--- src/rtl/mux_tree_pkg.sv ---
// Shared types and helpers for the pipelined mux tree.
package mux_tree_pkg;

  // Widest select carried in a stage record (N_IN up to 64).
  localparam int MAX_SEL_W = 6;

  // Tree depth / select width, never below one level.
  function automatic int sel_width(input int n);
    int w;
    w = $clog2(n);
    return (w < 1) ? 1 : w;
  endfunction

  // Lane count after zero-padding to a full binary tree.
  function automatic int pad_n(input int n);
    return 1 << sel_width(n);
  endfunction

  // Control record that travels alongside the data through every level.
  typedef struct packed {
    logic                 valid;
    logic [MAX_SEL_W-1:0] sel;
    logic                 oor;
  } stage_t;

  localparam stage_t STAGE_IDLE = '{valid: 1'b0, sel: '0, oor: 1'b0};

endpackage

--- src/rtl/mux_tree_level.sv ---
// One registered 2:1 level of the mux tree: halves the lane count using
// select bit J and forwards the stage record.
module mux_tree_level
  import mux_tree_pkg::*;
#(
  parameter int N_LN  = 2,
  parameter int W     = 8,
  parameter int SEL_W = 1,
  parameter int J     = 0
) (
  input  logic                    clk,
  input  logic                    rst_n,
  input  stage_t                  in_st,
  input  logic [N_LN*W-1:0]       in_data,
  output stage_t                  out_st,
  output logic [(N_LN/2)*W-1:0]   out_data
);

  localparam int N_OUT = N_LN / 2;
  // Clamp keeps the bit index legal if a level is ever built past the tree depth.
  localparam int SB    = (J < SEL_W) ? J : SEL_W - 1;

  logic [N_OUT*W-1:0] nxt_data;

  // Pairwise lane pick: odd lane of each pair when the level's select bit is set.
  always_comb begin
    nxt_data = '0;
    for (int i = 0; i < N_OUT; i++) begin
      nxt_data[i*W +: W] = in_st.sel[SB] ? in_data[(2*i+1)*W +: W]
                                         : in_data[(2*i)*W +: W];
    end
  end

  // Valid always advances; payload only loads behind a valid, otherwise holds.
  always_ff @(posedge clk) begin
    if (!rst_n) begin
      out_st   <= STAGE_IDLE;
      out_data <= '0;
    end else begin
      out_st.valid <= in_st.valid;
      if (in_st.valid) begin
        out_st.sel <= in_st.sel;
        out_st.oor <= in_st.oor;
        out_data   <= nxt_data;
      end
    end
  end

endmodule

--- src/rtl/mux_tree_pipe.sv ---
// Pipelined N_IN:1 mux of W-bit lanes built from SEL_W registered 2:1 levels,
// with out-of-range flagging and an optional internal scan select.
module mux_tree_pipe
  import mux_tree_pkg::*;
#(
  parameter  int N_IN  = 5,
  parameter  int W     = 8,
  localparam int SEL_W = sel_width(N_IN)
) (
  input  logic              clk,
  input  logic              rst_n,
  input  logic              in_valid,
  input  logic [N_IN*W-1:0] in_data,
  input  logic [SEL_W-1:0]  in_sel,
  input  logic              scan_en,
  output logic              out_valid,
  output logic [W-1:0]      out_data,
  output logic [SEL_W-1:0]  out_sel,
  output logic              out_oor
);

  localparam int PAD_N = pad_n(N_IN);

  logic [SEL_W-1:0]   scan_cnt;
  logic [SEL_W-1:0]   eff_sel;
  logic [PAD_N*W-1:0] pad_data;
  stage_t             st_in;

  assign eff_sel = scan_en ? scan_cnt : in_sel;

  // Stage-0 record: select and range flag are fixed at launch and travel with the data.
  always_comb begin
    st_in       = STAGE_IDLE;
    st_in.valid = in_valid;
    st_in.sel   = MAX_SEL_W'(eff_sel);
    st_in.oor   = (int'(eff_sel) >= N_IN);
  end

  // Zero-pad the lane vector up to a power of two.
  if (PAD_N > N_IN) begin : g_pad
    assign pad_data = {{((PAD_N - N_IN) * W){1'b0}}, in_data};
  end else begin : g_nopad
    assign pad_data = in_data;
  end

  // Scan counter walks the legal lanes only, advancing once per accepted scan vector.
  always_ff @(posedge clk) begin
    if (!rst_n) begin
      scan_cnt <= '0;
    end else if (in_valid && scan_en) begin
      scan_cnt <= (scan_cnt == SEL_W'(N_IN - 1)) ? '0 : scan_cnt + 1'b1;
    end
  end

  // Tree levels; the input to the last level is zeroed for out-of-range selects
  // so padded lanes and aliased codes both come out as 0.
  for (genvar j = 0; j < SEL_W; j++) begin : g_lvl
    localparam int NL = PAD_N >> j;

    logic [NL*W-1:0]     src;
    logic [NL*W-1:0]     din;
    logic [(NL/2)*W-1:0] dout;
    stage_t              sin;
    stage_t              sout;

    if (j == 0) begin : g_first
      assign src = pad_data;
      assign sin = st_in;
    end else begin : g_chain
      assign src = g_lvl[j-1].dout;
      assign sin = g_lvl[j-1].sout;
    end

    if (j == SEL_W - 1) begin : g_last
      assign din = sin.oor ? '0 : src;
    end else begin : g_mid
      assign din = src;
    end

    mux_tree_level #(
      .N_LN  (NL),
      .W     (W),
      .SEL_W (SEL_W),
      .J     (j)
    ) u_level (
      .clk      (clk),
      .rst_n    (rst_n),
      .in_st    (sin),
      .in_data  (din),
      .out_st   (sout),
      .out_data (dout)
    );
  end

  assign out_valid = g_lvl[SEL_W-1].sout.valid;
  assign out_data  = g_lvl[SEL_W-1].dout;
  assign out_sel   = g_lvl[SEL_W-1].sout.sel[SEL_W-1:0];
  assign out_oor   = g_lvl[SEL_W-1].sout.oor;

endmodule
--- config.mk ---
export PLATFORM = sky130hd
export DESIGN_NAME = mux_tree_pipe
export DESIGN_NICKNAME = d
export VERILOG_FILES = /design/src/rtl/mux_tree_pkg.sv /design/src/rtl/mux_tree_level.sv /design/src/rtl/mux_tree_pipe.sv
export SDC_FILE = /design/constraint.sdc
export NUM_CORES = 1
export LEC_CHECK = 0
export CAP_MARGIN = 0
export CELL_PAD_IN_SITES_DETAIL_PLACEMENT = 0
export CELL_PAD_IN_SITES_GLOBAL_PLACEMENT = 1
export CORE_ASPECT_RATIO = 1.75
export CORE_MARGIN = 2
export CORE_UTILIZATION = 41
export CTS_CLUSTER_DIAMETER = 100
export DETAILED_ROUTE_END_ITERATION = 8
export HOLD_SLACK_MARGIN = 0.1
export PLACE_DENSITY_LB_ADDON = 0.08
export SLEW_MARGIN = 10
export SYNTH_ARGS = -nofsm -noshare
export SYNTH_HDL_FRONTEND = slang
export SYNTH_SLANG_ARGS = --single-unit
--- constraint.sdc ---
create_clock -name clk -period 2.9 [get_ports clk]
set_input_delay 0.725 -clock clk [delete_from_list [all_inputs] [get_ports clk]]
set_output_delay 0.725 -clock clk [all_outputs]
set_load 0.005 [all_outputs]
### Word level (Yosys, flattened, before mapping)

Cells that the tools add are included.

* add/subtract/negate cells: 1
* order comparisons: 1
* eq/ne operators: 1
* multiplexer cells: 9
* reduce and logical (&&, ||, !) cells: 1

Operators by type and width (count)
* 8-bit 2-to-1 mux: 6
* 16-bit 2-to-1 mux: 1
* 3-bit 2-to-1 mux: 2
* 3-bit by 1-bit adder with 3-bit output, second input constant: 1
* 3-bit equality test, second input constant: 1
* 3-bit greater-or-equal comparator, second input constant: 1
* 1-bit logical AND: 1

* bits in registers: 66
* output and inout port bits: 13
* word-level logic and storage cells: 26

### Logic depth before layout (Yosys ltp)

* depth after elaboration: 2
* mapped depth: 5

### By module

From an unflattened synthesis, not the netlist that was laid out.

* cells, all modules: 364
* area, all modules: 3716.1 µm²

By module, submodules not included
* mux_tree_level (g_lvl[0].u_level): times used 1, cells each 167, area each 1726.7 µm²
* mux_tree_level (g_lvl[1].u_level): times used 1, cells each 95, area each 984.7 µm²
* mux_tree_level (g_lvl[2].u_level): times used 1, cells each 60, area each 655.6 µm²
* mux_tree_pipe: times used 1, cells each 42, area each 349.1 µm²

### Worst setup path after synthesis

No wires, ideal clock.

* path kind: input to register
* start point: input scan_en
* end point: register g_lvl[0].u_level.out_data[10]
* library setup time: 136 ps
* arrival time: 1506 ps
* data required time: 2764 ps
* setup slack: 1257 ps
* cell stages on the path: 5
* path buffers: 2
* cells stage by stage: buf_6 -> mux2_2 -> buf_4 -> nand2_1 -> a31oi_1

* word-level cells in the longest chain between the ends: 2

RTL lines
* start: declaration: line mux_tree_pipe.sv:15 `input logic scan_en,`
* 3-bit 2-to-1 mux: line mux_tree_pipe.sv:29 `assign eff_sel = scan_en ? scan_cnt : in_sel;`
* 8-bit 2-to-1 mux: line mux_tree_level.sv:29 `nxt_data[i*W +: W] = in_st.sel[SB] ? in_data[(2*i+1)*W +: W]`
* end signal: assignment: line mux_tree_level.sv:44 `out_data <= nxt_data;`
* end: declaration: line mux_tree_level.sv:16 `output logic [(N_LN/2)*W-1:0] out_data`

Every way passes these cells.
A chain may end at the register's enable or synchronous reset.

### Final worst setup path

* start point: input scan_en
* end point: register g_lvl[0].u_level.out_data[22]

The elaborated chain is that of the path after synthesis.

==> results.sh <==
export IMPL_fillers=674
export IMPL_synth_area_leaders="dfxtp_1 (46%), mux2i_1 (9.1%), nand2_1 (6.8%)"
export IMPL_cp_max_fo=20
export IMPL_hp_class="reg -> reg"
export IMPL_grt_overflow=0
export IMPL_grt_pass1_wl_microns=9760
export IMPL_place_inst=436
export IMPL_clk_path_buf_depth=2
export IMPL_status="finished clean"
export IMPL_post_cts_setup_buffers=0
export IMPL_synthesis_area_sq_mm=0.00286
export IMPL_drc=0
export IMPL_syn_num_nets=365
export IMPL_clock_latency_ns=0.32
export IMPL_regArea_sq_mm=0.00132
export IMPL_ys_warn_count=0
export IMPL_insertedDiodeCount=0
export IMPL_drt_pass1_iterations=4
export IMPL_grt_pass1_vias=2094
export IMPL_path_clk_slew_ns=0.05
export IMPL_dpl_cell_area_sq_mm=0.00346
export IMPL_ctsResizeCount=0
export IMPL_totalWireLength_microns=5700
export IMPL_synth_edff_count=0
export IMPL_ys_async_sr_fraction=0
export IMPL_portBuffers=59
export IMPL_ys_ff_latch=66
export IMPL_ant_nets=0
export IMPL_finalSetupViolCount=0
export IMPL_yosys_cell_types_count=27
export IMPL_drtIter0Drc=119
export IMPL_fp_dieW_microns=67.1
export IMPL_crit_path_end_kind="flop"
export IMPL_start_util=0.420
export IMPL_final_setup_tns_ns=0
export IMPL_path_class="in -> reg"
export IMPL_startpoint_type="input port"
export IMPL_yosysSeqAreaShare=0.462
export IMPL_vias=2202
export IMPL_postLayoutCoreUtil=0.548
export IMPL_cap_viol_max_count=0
export IMPL_tightest_slew_ns=0.817
export IMPL_fin_hold_ws_ns=0.469
export IMPL_postCtsHoldBufs=0
export IMPL_setup_slack_ns=0.782
export IMPL_multi_input_area_sq_mm=0.00132
export IMPL_cts_made_buffers=9
export IMPL_post_dp_hpwl_microns=3900
export IMPL_grt_setup_unrepaired="no"
export IMPL_postSynthAreaPerCell_sq_um=9.05
export IMPL_ir_drop_mv=0.285
export IMPL_track_usage=0.170
export IMPL_slowest_delay_ns=0.70
export IMPL_vias_per_cell=4.88
export IMPL_rows=40
export IMPL_p_leak_nw=1.44
export IMPL_power_density_mw_per_mm2=582
export IMPL_fin_crit_ns=2.12
export IMPL_finalPower_mw=2.17
export IMPL_synthTopCellsByCount="dfxtp_1 (66), nand2_1 (52), mux2i_1 (26)"
export IMPL_max_freq_ghz=0.472
export IMPL_finalCritPeriodShare=0.730
export IMPL_worstPathArrival_ns=2.36
export IMPL_drive_gt1_frac=0.0572
export IMPL_areaGrowthSynthToFinish_pct=30.3
export IMPL_skew_ns=0.00627
export IMPL_wl_per_cell_microns=12.6
export IMPL_synth_cells=316
export IMPL_grt_max_degree=62
export IMPL_htreeDepth=3
export IMPL_final_hold_viol_count=0
export IMPL_maxSlewHeadroom=0.454
export IMPL_path_cells="clkdlybuf4s50_1, mux2i_4, buf_4, nand3_1, a21boi_0"
export IMPL_die_h_microns=114
export IMPL_cp_required_ns=3.15
export IMPL_yosysMostFrequentCell="dfxtp_1"
export IMPL_nets=412
export IMPL_gp_congestion=0.727
export IMPL_cts_sinks=66
export IMPL_drv_slew=0
export IMPL_final_area_sq_mm=0.00373
export IMPL_antenna_found_initial=0
export IMPL_dieArea_sq_mm=0.00769
export IMPL_cts_tree="yes"
export IMPL_critPathSlowestCell="clkdlybuf4s50_1"
export IMPL_pre_cts_ws_ns=0.441
export IMPL_io_pins=60
export IMPL_cts_root_buf="clkbuf_16"
export IMPL_core_sq_mm=0.00681
export IMPL_ys_flop_type="dfxtp_1"
export IMPL_cp_top_family="buffers and inverters"
export IMPL_final_cells=451
export IMPL_synth_top_cell_area_share=0.462
export IMPL_cp_buffers_inverters=2
export IMPL_yosysTopAreaCell="dfxtp_1"
## placed cells by master (no fill, tap or decap), drive strengths merged, types with 2 or more instances in the layout
cell           synthesis  layout
buf                   14       4
mux2i                 27      27
nand3                  9       9
ha                     2       2
nand2b                 9       9
o211a                 10      10
a31oi                 16      16
o22ai                 14      14
a21oi                  2       2
and2                  17      17
inv                   16      16
mux2                   2       2
a21boi                11      11
nand2                 52      52
clkdlybuf4s50          0      59
dfxtp                 66      66
nor2b                 15      15
clkbuf                13      12
clkinv                 0       3
o21ai                 17      17
## kinds of logic after synthesis
| logic type | Yosys count | synth area share |
|---|---|---|
| compound gates | 72 | 0.169 |
| fa+ha+maj | 2 | 0.00875 |
| buf+inv | 43 | 0.0752 |
| flops | 66 | 0.462 |
| mux | 29 | 0.107 |
| simple gates | 104 | 0.178 |
## worst reg2reg max path, stage by stage, from the launching register on
cell,delay (ns)
dfxtp_1,0.85
mux2i_1,0.26
nand2_1,0.10
o211a_1,0.13
## routing by layer
layer | GRT usage | wire length (microns) | vias up
met1 | 0.204 | 2590 | 983
met4 | 0.0816 | 78 | 0
li1 | - | - | 1170
met5 | 0 | 0 | -
met3 | 0.0501 | 205 | 5
met2 | 0.272 | 2830 | 44
## power by group
part / switching, mW / internal (mW)
sequential: 0.0292 / 0.950
combinational: 0.0934 / 0.126
clock: 0.356 / 0.614
## worst paths after layout
kind                                       from                             to  slack [ns]  cells after the start
setup / recovery                        scan_en  g_lvl[0].u_level.out_data[22]        0.78                      5
hold / removal    g_lvl[0].u_level.out_data[23]  g_lvl[0].u_level.out_data[23]        0.47                      2
hold reg to reg   g_lvl[0].u_level.out_data[23]  g_lvl[0].u_level.out_data[23]        0.47                      2
setup reg to reg     g_lvl[0].u_level.out_st[2]   g_lvl[1].u_level.out_data[7]        1.46                      3
## flip-flops by register name, indices dropped and copies added (netlist names)
name,flops
g_lvl.u_level.out_data,48
g_lvl.u_level.out_st,15
scan_cnt,3
## area by class of cell
type,count,area share
clock buffer,12,0.0688
clock inverter,3,0.00403
inverter,16,0.0161
multi-input combinational,207,0.355
sequential,66,0.354
tap,84,0.0282
timing repair buffer,63,0.173
Note: power is estimated with default switching activity, not from simulation.
